**src/rtl/fetch_pc_unit.sv**
```systemverilog
// Fetch PC sequencer: drives instruction-memory requests and applies branch/jump redirects.
// Optional `PC_ALIGN_CHECK_EN rejects word-misaligned redirect targets and raises a sticky misalign_err.
module fetch_pc_unit #(
  parameter int                DATA_W   = 32,
  parameter logic [DATA_W-1:0] RESET_PC = '0
) (
  input  logic              clk,
  input  logic              arst_n,
  input  logic              enable,
  input  logic              branch_taken,
  input  logic              jump,
  input  logic [DATA_W-1:0] branch_pc,
  input  logic [DATA_W-1:0] jump_pc,
  output logic              imem_req,
  output logic [DATA_W-1:0] imem_addr,
  input  logic              imem_ack,
  output logic [DATA_W-1:0] pc,
  output logic [DATA_W-1:0] updated_pc,
  output logic              fetch_valid,
  output logic [DATA_W-1:0] fetch_pc,
  output logic              flush,
  output logic              misalign_err
);

  typedef enum logic [1:0] {BOOT, REQ, HOLD} state_t;

  state_t            state_q, state_d;
  logic [DATA_W-1:0] pc_d, pend_pc_q, pend_pc_d, fetch_pc_d, target;
  logic              pend_q, pend_d, fv_d, flush_d, err_q, err_d;
  logic              redir, misaligned, redir_ok;

  assign redir  = jump | branch_taken;
  assign target = jump ? jump_pc : branch_pc;

`ifdef PC_ALIGN_CHECK_EN
  assign misaligned = redir & (|target[1:0]);
`else
  assign misaligned = 1'b0;
`endif

  assign redir_ok     = redir & ~misaligned;
  assign imem_req     = (state_q == REQ);
  assign imem_addr    = pc;
  assign updated_pc   = pc + DATA_W'(4);
  assign misalign_err = err_q;

  always_comb begin
    state_d    = state_q;
    pc_d       = pc;
    pend_d     = pend_q;
    pend_pc_d  = pend_pc_q;
    fetch_pc_d = fetch_pc;
    fv_d       = 1'b0;
    flush_d    = 1'b0;
    err_d      = err_q | misaligned;
    case (state_q)
      REQ: begin
        if (imem_ack) begin
          pend_d  = 1'b0;
          state_d = enable ? REQ : HOLD;
          // A redirect seen this cycle beats an older pending one.
          if (redir_ok) begin
            pc_d    = target;
            flush_d = 1'b1;
          end else if (pend_q) begin
            pc_d    = pend_pc_q;
            flush_d = 1'b1;
          end else begin
            pc_d       = pc + DATA_W'(4);
            fv_d       = 1'b1;
            fetch_pc_d = pc;
          end
        end else if (redir_ok) begin
          // Address must stay stable until ack, so park the target.
          pend_d    = 1'b1;
          pend_pc_d = target;
        end
      end
      default: begin
        state_d = enable ? REQ : HOLD;
        if (redir_ok) begin
          pc_d    = target;
          flush_d = 1'b1;
        end
      end
    endcase
  end

  always_ff @(posedge clk) begin
    if (!arst_n) begin
      state_q     <= BOOT;
      pc          <= RESET_PC;
      pend_q      <= 1'b0;
      pend_pc_q   <= RESET_PC;
      fetch_pc    <= RESET_PC;
      fetch_valid <= 1'b0;
      flush       <= 1'b0;
      err_q       <= 1'b0;
    end else begin
      state_q     <= state_d;
      pc          <= pc_d;
      pend_q      <= pend_d;
      pend_pc_q   <= pend_pc_d;
      fetch_pc    <= fetch_pc_d;
      fetch_valid <= fv_d;
      flush       <= flush_d;
      err_q       <= err_d;
    end
  end

endmodule

```
**config.mk**
```make
export PLATFORM = sky130hd
export DESIGN_NAME = fetch_pc_unit
export DESIGN_NICKNAME = d
export VERILOG_FILES = /design/src/rtl/fetch_pc_unit.sv
export SDC_FILE = /design/constraint.sdc
export NUM_CORES = 1
export LEC_CHECK = 0
export ABC_AREA = 1
export BUFFER_PORTS_ARGS = -buffer_cell sky130_fd_sc_hd__buf_4
export CAP_MARGIN = 5
export CORE_MARGIN = 2
export CORE_UTILIZATION = 54
export DETAILED_ROUTE_END_ITERATION = 7
export PLACE_DENSITY = 0.92
export SLEW_MARGIN = 20
export SYNTH_ARGS = -nofsm -noshare
export SYNTH_HDL_FRONTEND = slang
export SYNTH_SLANG_ARGS = --single-unit
```
**constraint.sdc**
```tcl
create_clock -name clk -period 4.5 [get_ports clk]
set_input_delay 0.225 -clock clk [delete_from_list [all_inputs] [get_ports clk]]
set_output_delay 0.225 -clock clk [all_outputs]
set_load 0.02 [all_outputs]
```
==> summary.txt, run 1 <==
Worst setup path
  – Kind of critical path: flop to flop
  – Max incr delay on CP: 0.69 ns
  – Critical Path RT: 4.74 ns
  – End of the worst register-to-register path: fetch_pc[27]$_SDFFE_PN0P_
  – Worst r2r path cells: 6
  – Crit path from: pend_q$_SDFFE_PN0P_
  – R2R setup slack: 1.85 ns
  – CP max-delay cell: dfxtp_1
  – CP arrival: 2.88 ns
  – R2R Path Start: pend_q$_SDFFE_PN0P_
  – CP endpoint kind: flop
  – Crit-path cells: buf_4, nor2_1, nand2_1, inv_2, o21ai_0, a21oi_1
  – Crit start category: flop
  – Maximum net fanout on the critical path: 42

Detailed routing
  – Initial drt markers: 690
  – Vias: 5966
  – Antenna-violating nets left: 0
  – Final wirelength: 17500 um
  – Routed metal-1 wire length: 7330 um
  – WL/cell: 16.7 um
  – Met2 WL post-DR: 8070 um
  – Pre-antenna DRT Iters: 7
  – Top sig layer: met4
  – Routed length on met3: 1680 um
  – # DRC: 0
  – Vias per inst: 5.67

Synthesis
  – Register bit total from synthesis: 101
  – Synth unique cells: 35
  – Syn. warnings: 0
  – Cells after synthesis: 785
  – Yosys top cell area share: 35.5%
  – Synth Net Count: 856
  – Seq/Total Area, Yosys: 35.5%
  – Netlist Area Pre-Place: 5700 um2
  – Synth top area cells: dfxtp_1 (35%), nand2_1 (12%), a21oi_1 (10%)
  – Dominant cell type by area after synthesis: dfxtp_1
  – Syn_area_per_cell: 7.26 um2

Place
  – HPWL after detailed placement: 12400 um
  – Port Buf Inserts: 200
  – Placed cells: 1037
  – Final GP Congestion: 0.947

Clock tree
  – Clock sinks: 101
  – Worst-Skew Late Latency: 0.38 ns
  – Post-cts sizing count: 0
  – Clock slew at the register clock pins of the worst setup and hold paths: 0.11 ns
  – Root buffer cell: clkbuf_8
  – Longest Clk Path Bufs: 2
  – TritonCTS clock tree: yes
  – Post-CTS Hold Buffers: 0
  – Post-CTS Repair Setup Buffers: 0
  – Cts bufs inserted: 9
  – H-tree levels: 3

Pwr
  – Final Power: 0.00224 W
  – VDD IR max: 152 uV
  – Cell Pwr Density: 315 nW/um2
  – P_leak: 3.22 nW

Finish
  – Final design utilization: 69.2%
  – Share of layout cells above drive strength 1: 28.8%
  – Final non-filler cell total: 1053
  – Area delta synth->final: 24.7%
  – Ant diodes: 0
  – NumNets Final: 983

Timing
  – Setup TNS: 0 ns
  – Final worst-path cycle share: 58.8%
  – Final min period: 2.65 ns
  – Final Hold Vio Count: 0
  – Worst Tran Pin Value: 0.991 ns
  – Slew HR: 33.8%
  – FMAX: 378 MHz
  – Final setup fails: 0
  – Slew Limit Fails: 0
  – RSZ-0062 raised after global routing: no
  – Setup Skew: 0.0181 ns

GRT
  – Global-route usage over all layers: 29.4%
  – Vias in the first global route: 5132
  – Largest net degree at the start of global routing: 65
  – First-pass GRT wire length: 26500 um
  – Initial antenna violation count: 0
  – Gr ovfl total: 0

Min path
  – Hold/Removal Path Class: input port to flop
  – WHS Path Cells: 2
  – HP Start: enable
  – Hold Path Sink: state_q[1]$_SDFFE_PN0P_

Die
  – Die width: 107 um
  – Core area: 10300 um2
  – I/O pin count: 202
  – Die area: 11400 um2
  – Initial core utilization: 55.5%
  – DIE HEIGHT: 107 um
  – Row Count: 37

Flow run
  – Max-cap violation count: 0

Status
  – Status: finished clean
==> sequential cells by signal (all words and copies together) (netlist names) <==
register and cells:
fetch_pc 32, imem_addr 32, pend_pc_q 32, state_q 2, fetch_valid 1, flush 1
pend_q 1
==> final cells by class <==
type / instances / area, um2
well taps: 136 / 170
fillers: 854 / 3170
flip-flops and latches: 101 / 2020
clock inverters: 6 / 77.6
clock buffers: 10 / 138
repair buffers: 204 / 1530
multi-input cells: 564 / 3050
inverters: 32 / 120
==> how the worst max path moves through the flow <==
stage / end / slack [ns] / depth (start not counted)
6_report: fetch_pc[27]$_SDFFE_PN0P_ / 1.85 / 6
5_1_grt: fetch_pc[5]$_SDFFE_PN0P_ / 1.61 / 6
4_1_cts: fetch_pc[27]$_SDFFE_PN0P_ / 1.57 / 6
3_5_place_dp: fetch_pc[27]$_SDFFE_PN0P_ / 1.63 / 6
3_3_place_gp: fetch_pc[5]$_SDFFE_PN0P_ / 1.76 / 6
2_1_floorplan: imem_addr[12]$_SDFFE_PN0P_ / 2.55 / 10
==> cell usage after synthesis (all sizes together) <==
| library cell | instances |
|---|---|
| nand2 | 188 |
| a21oi | 116 |
| dfxtp | 101 |
| nor2 | 92 |
| o21ai | 60 |
| buf | 55 |
| clkbuf | 33 |
| inv | 32 |
| a311oi | 30 |
| mux2i | 30 |
| xor2 | 11 |
| nand3 | 10 |
| nand3b | 6 |
| and2 | 5 |
| xnor2 | 4 |
| a22o | 3 |
| mux2 | 2 |
| nor3 | 2 |
| conb | 1 |
| ha | 1 |
| o21a | 1 |
| o221ai | 1 |
| or2 | 1 |
==> metal layers <==
layer / vias up / track usage, %
met3: 43 / 4.74
met1: 2720 / 41.8
met4: 0 / 10.0
met2: 362 / 45.4
li1: 2841 / -
met5: - / 0
==> kinds of logic after synthesis <==
group	share of synthesized area, %
other cells	0.0658
mux	5.66
xor+xnor	3.23
flops	35.5
simple gates	23.3
fa+ha+maj	0.219
buf+inv	11.1
compound gates	21.0
==> cells in the final DEF, fill, tap and decap left out, types with 3 or more instances in the layout <==
cell type	n
nor2_1	76
o21ai_0	56
a22o_1	3
xnor2_1	4
mux2i_1	30
xor2_2	7
nand3_1	10
inv_1	25
nand2_2	6
buf_4	204
a21oi_1	114
inv_2	7
clkbuf_8	10
nor2_2	5
dfxtp_1	101
a311oi_1	30
nor2_4	10
o21ai_1	3
nand3b_1	6
nand2_1	180
xor2_1	4
and2_1	5
==> worst max-delay path, delay by kind of cell, from the launching register on <==
| kind | cells | cell delay (ns) |
|---|---|---|
| buffers and inverters | 2 | 0.80 |
| and+or+nand+nor | 2 | 0.64 |
| AOI/OAI and AO/OA | 2 | 0.36 |
| DFF | 1 | 0.69 |
==> metrics by stage <==
step                      area (um2)  setup slack, ns  hold WS [ns]
final                           7110             1.85       0.00572
after global routing            7110             1.61        0.0128
after CTS                       7110             1.57       0.00228
after detailed placement        6890             1.63         0.410
after global placement          6890             1.76         0.404
after floorplan                 5700             2.55         0.304
==> where the power goes <==
group / internal (W) / switching [W] / leakage (nW)
registers: 0.000944 / 0.0000843 / 0.827
clock network: 0.000283 / 0.000342 / 0.107
logic: 0.000235 / 0.000349 / 2.28
(Power assumes the default switching activity.)
==> run 2, diff against run 1 <==
--- a/config.mk
+++ b/config.mk
@@ -9,9 +9,9 @@
 export BUFFER_PORTS_ARGS = -buffer_cell sky130_fd_sc_hd__buf_4
 export CAP_MARGIN = 5
 export CORE_MARGIN = 2
-export CORE_UTILIZATION = 54
+export CORE_UTILIZATION = 51
 export DETAILED_ROUTE_END_ITERATION = 7
-export PLACE_DENSITY = 0.92
+export PLACE_DENSITY = 0.88
 export SLEW_MARGIN = 20
 export SYNTH_ARGS = -nofsm -noshare
 export SYNTH_HDL_FRONTEND = slang
==> constraint.sdc (replaced) <==
create_clock -name clk -period 2.75 [get_ports clk]
set_input_delay 0.1375 -clock clk [delete_from_list [all_inputs] [get_ports clk]]
set_output_delay 0.1375 -clock clk [all_outputs]
set_load 0.02 [all_outputs]
==> run 2 against run 1 <==
Sequential power up 63%. Via count is 0.54% higher. Clock-buffer cell count did not move. Power is 62% higher. Worst setup slack worse by 1.4 ns. Sequential cell count stayed put. Core utilization decreased by 3.3 points. Final cell count is 1.1% higher. Global-route usage is 0.35 points lower. Design area up 0.92%. Critical path type is now flop to primary output. Critical endpoint is now updated_pc[22]. Largest power group unchanged.
==> summary.txt, run 2 (same netlist as run 1, synthesis figures left out) <==
Status
  – Status: finished clean

Worst setup path
  – Kind of critical path: flop to primary output
  – CP arrival: 2.21 ns (-0.67 ns)
  – Maximum net fanout on the critical path: 6 (-86%)
  – Critical Path RT: 2.61 ns (-2.13 ns)
  – Crit start category: flop
  – CP endpoint kind: primary output

Die
  – Initial core utilization: 52.4% (-3.1 points)
  – Row Count: 38 (+2.7%)
  – Die width: 110 um (+2.8%)
  – DIE HEIGHT: 110 um (+2.8%)
  – Die area: 12000 um2 (+5.7%)
  – I/O pin count: 202 (unchanged)
  – Core area: 10900 um2 (+5.9%)

Place
  – Placed cells: 1048 (+1.1%)
  – Final GP Congestion: 0.907 (-4.3%)
  – Dpl ws: 0.779 ns (-0.846 ns)
  – HPWL after detailed placement: 12700 um (+1.9%)
  – Port Buf Inserts: 200 (unchanged)

Timing
  – Final setup fails: 0 (unchanged)
  – Setup Skew: 0.0187 ns (+0.000649 ns)
  – Final worst-path cycle share: 85.3%
  – Slew Limit Fails: 0 (unchanged)
  – Slew HR: 37.0% (+3.2 points)
  – Final Hold Vio Count: 0 (unchanged)
  – Final min period: 2.34 ns
  – Setup TNS: 0 ns (unchanged)
  – Fin worst setup slack: 0.406 ns (-1.45 ns)
  – FMAX: 427 MHz
  – Worst Tran Pin Value: 0.943 ns (-0.0479 ns)
  – RSZ-0062 raised after global routing: no

Detailed routing
  – Vias: 5998 (+0.54%)
  – Final wirelength: 17700 um (+0.86%)
  – Initial drt markers: 513 (-26%)
  – # DRC: 0 (unchanged)
  – WL/cell: 16.6 um (-0.28%)
  – Antenna-violating nets left: 0 (unchanged)
  – Pre-antenna DRT Iters: 7 (unchanged)
  – Vias per inst: 5.63 (-0.60%)

GRT
  – Gr ovfl total: 0 (unchanged)
  – Largest net degree at the start of global routing: 60 (-7.7%)
  – Initial antenna violation count: 0 (unchanged)
  – Vias in the first global route: 5394 (+5.1%)
  – First-pass GRT wire length: 27300 um (+2.9%)
  – Global-route usage over all layers: 29.0% (-0.35 points)

Clock tree
  – Longest Clk Path Bufs: 2 (unchanged)
  – H-tree levels: 3 (unchanged)
  – Post-CTS Repair Setup Buffers: 0 (unchanged)
  – Worst-Skew Late Latency: 0.37 ns (about the same)
  – Clock slew at the register clock pins of the worst setup and hold paths: 0.10 ns (about the same)
  – Cts bufs inserted: 9 (unchanged)
  – Root buffer cell: clkbuf_8
  – TritonCTS clock tree: yes
  – Clock sinks: 101 (unchanged)

Finish
  – Ant diodes: 0 (unchanged)
  – Area delta synth->final: 25.8%
  – Share of layout cells above drive strength 1: 29.2% (+0.40 points)
  – Final non-filler cell total: 1065 (+1.1%)
  – Final design utilization: 65.9% (-3.3 points)
  – NumNets Final: 991 (+0.81%)
  – Commonest non-fill, non-tap cell in the layout: buf_4
  – Most frequent cells in the layout: buf_4 (210), nand2_1 (180), a21oi_1 (114), dfxtp_1 (101), nor2_1 (76)

Pwr
  – Cell Pwr Density: 504 nW/um2 (+60%)
  – VDD IR max: 253 uV (+66%)
  – P_leak: 3.26 nW (+1.4%)
  – Final Power: 0.00362 W (+62%)

Flow run
  – Max-cap violation count: 0 (unchanged)

Min path
  – Hold/Removal Path Class: input port to flop
-- run 2: cell count changes in the layout (fill, tap and decap cells not counted), sizes merged --
cell | previous run | this run
clkinvlp | 1 | 0
inv | 35 | 32
clkinv | 1 | 5
buf | 204 | 211
dlygate4sd3 | 0 | 1
-- run 2: what timing repair did --
item | in CTS | in global routing
hold buffers | 1 | 0
setup endpoints to repair | 0 | 0
resized for setup | 0 | 0
endpoints found under the hold margin | 2 | 0
-- run 2: stage by stage --
stage | hold slack [ns] | area (um2)
2_1_floorplan | 0.217 | 5700
3_3_place_gp | 0.316 | 6960
3_5_place_dp | 0.319 | 6960
4_1_cts | 0.166 | 7170
5_1_grt | 0.197 | 7170
6_report | 0.164 | 7170
-- run 2: path summary, 6_finish.rpt --
check,from,slack (ns),cells after the start,to
min,branch_pc[15],0.16,3,pend_pc_q[15]$_SDFFE_PN0P_
min reg2reg,pend_pc_q[1]$_SDFFE_PN0P_,0.48,2,pend_pc_q[1]$_SDFFE_PN0P_
max,imem_addr[2]$_SDFFE_PN0P_,0.41,8,updated_pc[22]
max reg2reg,imem_addr[2]$_SDFFE_PN0P_,0.70,12,imem_addr[20]$_SDFFE_PN0P_
-- run 2: area by class of cell --
class / count / area, um2
inverter: 32 / 120
fill: 945 / 3720
multi-input combinational: 564 / 3050
tap: 140 / 175
clock buffer: 10 / 138
sequential: 101 / 2020
timing repair buffer: 212 / 1610
clock inverter: 6 / 62.6
-- run 2: layer usage --
layer / part of all wire [%] / vias up / GRT usage [%]
met4: 4.4 / 0 / 13.7
met1: 42 / 2688 / 39.4
met5: 0 / - / 0
met3: 9.5 / 66 / 4.68
met2: 44 / 384 / 45.1
li1: - / 2860 / -
-- run 2: critical path, stage by stage, from the launching register on --
cell and delay, ns:
dfxtp_1 0.53, ha_1 0.29, nand2_1 0.09, nor2_2 0.16, nand2_4 0.12, nor2_4 0.20
nand3_1 0.11, and2_1 0.18, buf_4 0.15
-- run 2: power by group --
part	leakage [nW]	internal (W)	switching, W
clock	0.106	0.000445	0.000524
combinational	2.33	0.000393	0.000572
sequential	0.827	0.00154	0.000137
total	3.26	0.00238	0.00123
==> run 3, diff against run 2 <==
==> constraint.sdc (replaced) <==
create_clock -name clk -period 2.45 [get_ports clk]
set_input_delay 0.1225 -clock clk [delete_from_list [all_inputs] [get_ports clk]]
set_output_delay 0.1225 -clock clk [all_outputs]
set_load 0.02 [all_outputs]
==> run 3 against run 2 <==
Highest routed layer unchanged. Largest cell class unchanged. Non-clock buffer count rose by 5. Core utilization rose by 0.60 points. Worst setup slack got worse by 0.24 ns. Clock skew fell by 0.0084 ns. Critical path type unchanged.
==> summary.txt, run 3 (same netlist as run 1, synthesis figures left out) <==
Timing
  – Worst Tran Pin Value: 0.958 ns (+0.0150 ns)
  – Slew HR: 36.0% (-1.0 points)
  – FMAX: 437 MHz
  – Final min period: 2.29 ns
  – RSZ-0062 raised after global routing: no
  – Final Hold Vio Count: 0 (unchanged)
  – Setup Skew: 0.0103 ns (-0.00845 ns)
  – Slew Limit Fails: 0 (unchanged)
  – Final worst-path cycle share: 93.3%
  – Setup TNS: 0 ns (unchanged)
  – Final setup fails: 0 (unchanged)

Finish
  – Ant diodes: 0 (unchanged)
  – NumNets Final: 996 (+0.50%)
  – Commonest non-fill, non-tap cell in the layout: buf_4
  – Most frequent cells in the layout: buf_4 (215), nand2_1 (180), a21oi_1 (114), dfxtp_1 (101), nor2_1 (76)
  – Area delta synth->final: 27.0%
  – Share of layout cells above drive strength 1: 29.4% (+0.20 points)
  – Fin area: 7240 um2 (+0.91%)
  – Final design utilization: 66.5% (+0.60 points)

Detailed routing
  – Antenna-violating nets left: 0 (unchanged)
  – WL/cell: 17.0 um (+2.6%)
  – Initial drt markers: 645 (+26%)
  – # DRC: 0 (unchanged)
  – Pre-antenna DRT Iters: 6 (-1)
  – Vias per inst: 5.62 (-0.13%)
  – Final wirelength: 18200 um (+3.0%)
  – Vias: 6013 (+0.25%)

Worst setup path
  – R2R setup slack: 0.52 ns (-0.18 ns)
  – CP arrival: 2.16 ns (-0.05 ns)
  – Crit-path cells: ha_1, nand2_1, nor2_2, nand2_4, nor2_4, nand3_1, and2_1, buf_4
  – Kind of critical path: flop to primary output
  – Max incr delay on CP: 0.49 ns (-0.04 ns)
  – Crit start category: flop
  – Critical Path RT: 2.33 ns (-0.28 ns)
  – CP endpoint kind: primary output
  – Maximum net fanout on the critical path: 6 (unchanged)
  – CP top delay family: simple AND/OR/NAND/NOR gates
  – CP max-delay cell: dfxtp_1
  – WP buf/inv: 1 (unchanged)

Place
  – Final GP Congestion: 0.927 (+2.3%)
  – DP Area: 7000 um2 (+0.54%)
  – HPWL after detailed placement: 13000 um (+2.7%)
  – Port Buf Inserts: 200 (unchanged)

GRT
  – Vias in the first global route: 5275 (-2.2%)
  – Largest net degree at the start of global routing: 60 (unchanged)
  – Global-route usage over all layers: 30.2% (+1.2 points)
  – Gr ovfl total: 0 (unchanged)
  – First-pass GRT wire length: 28000 um (+2.7%)
  – Initial antenna violation count: 0 (unchanged)

Clock tree
  – H-tree levels: 3 (unchanged)
  – Clock sinks: 101 (unchanged)
  – Post-cts sizing count: 0 (unchanged)
  – Worst-Skew Late Latency: 0.38 ns (about the same)
  – Longest Clk Path Bufs: 2 (unchanged)
  – TritonCTS clock tree: yes
  – Cts bufs inserted: 9 (unchanged)
  – Post-CTS Repair Setup Buffers: 0 (unchanged)
  – Root buffer cell: clkbuf_8
  – Clock slew at the register clock pins of the worst setup and hold paths: 0.10 ns (about the same)

Pwr
  – Switching Share: 32.8% (-1.3 points)
  – P_leak: 3.29 nW (+1.0%)
  – VDD IR max: 323 uV (+28%)
  – Cell Pwr Density: 587 nW/um2 (+16%)
  – Int Power: 0.00285 W (+20%)
  – Flop pwr share: 44.1% (-2.4 points)
  – Clk pwr share: 29.6% (+2.8 points)
  – Net switching power figure: 0.00139 W (+13%)
  – Comb pwr share: 26.3% (-0.4 points)

Status
  – Status: finished clean

Die
  – Die width: 110 um (unchanged)
  – Initial core utilization: 52.4% (unchanged)
  – I/O pin count: 202 (unchanged)
  – Core area: 10900 um2 (unchanged)
  – Die area: 12000 um2 (unchanged)
  – DIE HEIGHT: 110 um (unchanged)
  – Row Count: 38 (unchanged)

Min path
  – Hold/Removal Path Class: input port to flop

Flow run
  – Max-cap violation count: 0 (unchanged)
## run 3: cell count changes in the layout (fill, tap and decap cells not counted), sizes merged
cell    before  now
buf        211  216
bufinv       1    3
clkinv       5    2
## run 3: layout make-up
type                       count  area (um2)
clock buffer                  10         128
clock inverter                 5         100
fill                         913        3650
inverter                      32         120
multi-input combinational    564        3050
sequential                   101        2020
tap                          140         175
timing repair buffer         217        1640
## run 3: repair_timing
| action | CTS | global route |
|---|---|---|
| setup endpoints to repair | 0 | 0 |
| hold buffers | 1 | 0 |
| endpoints found under the hold margin | 2 | 0 |
## run 3: worst reg2reg max path: cells and delay by family (launching register included)
kind,cells,cell delay [ns]
simple gates,9,1.00
flops,1,0.49
fa+ha+maj,1,0.25
compound gates,1,0.14
## run 3: power by group through the flow
| stage | Clock, W | Combinational (W) | Sequential [W] |
|---|---|---|---|
| after floorplan | 0 | 0.000621 | 0.00194 |
| after global placement | 0 | 0.00109 | 0.00190 |
| after detailed placement | 0 | 0.00110 | 0.00190 |
| after CTS | 0.00125 | 0.00111 | 0.00187 |
| after global routing | 0.00133 | 0.00120 | 0.00188 |
| final | 0.00126 | 0.00112 | 0.00187 |
## run 3: worst paths after layout
kind	from	cells past startpoint	to
max	imem_addr[2]$_SDFFE_PN0P_	8	updated_pc[26]
min	branch_pc[12]	3	pend_pc_q[12]$_SDFFE_PN0P_
max reg2reg	imem_addr[2]$_SDFFE_PN0P_	11	imem_addr[22]$_SDFFE_PN0P_
min reg2reg	pend_pc_q[1]$_SDFFE_PN0P_	2	pend_pc_q[1]$_SDFFE_PN0P_
## run 3: per-layer routing
layer	track usage, %	part of all wire [%]
met5	0	0
met4	13.3	4.3
met3	4.80	9.9
met2	45.8	45
met1	42.3	41
## run 3: per-stage QoR
step	hold WS (ns)	power [W]	setup WS (ns)	cells
detailed placement	0.311	0.00300	0.579	1053
global placement	0.308	0.00299	0.606	1053
floorplan	0.202	0.00256	0.497	785
global route	0.158	0.00441	0.0651	1069
CTS	0.143	0.00422	0.187	1069
finish	0.142	0.00425	0.164	1069
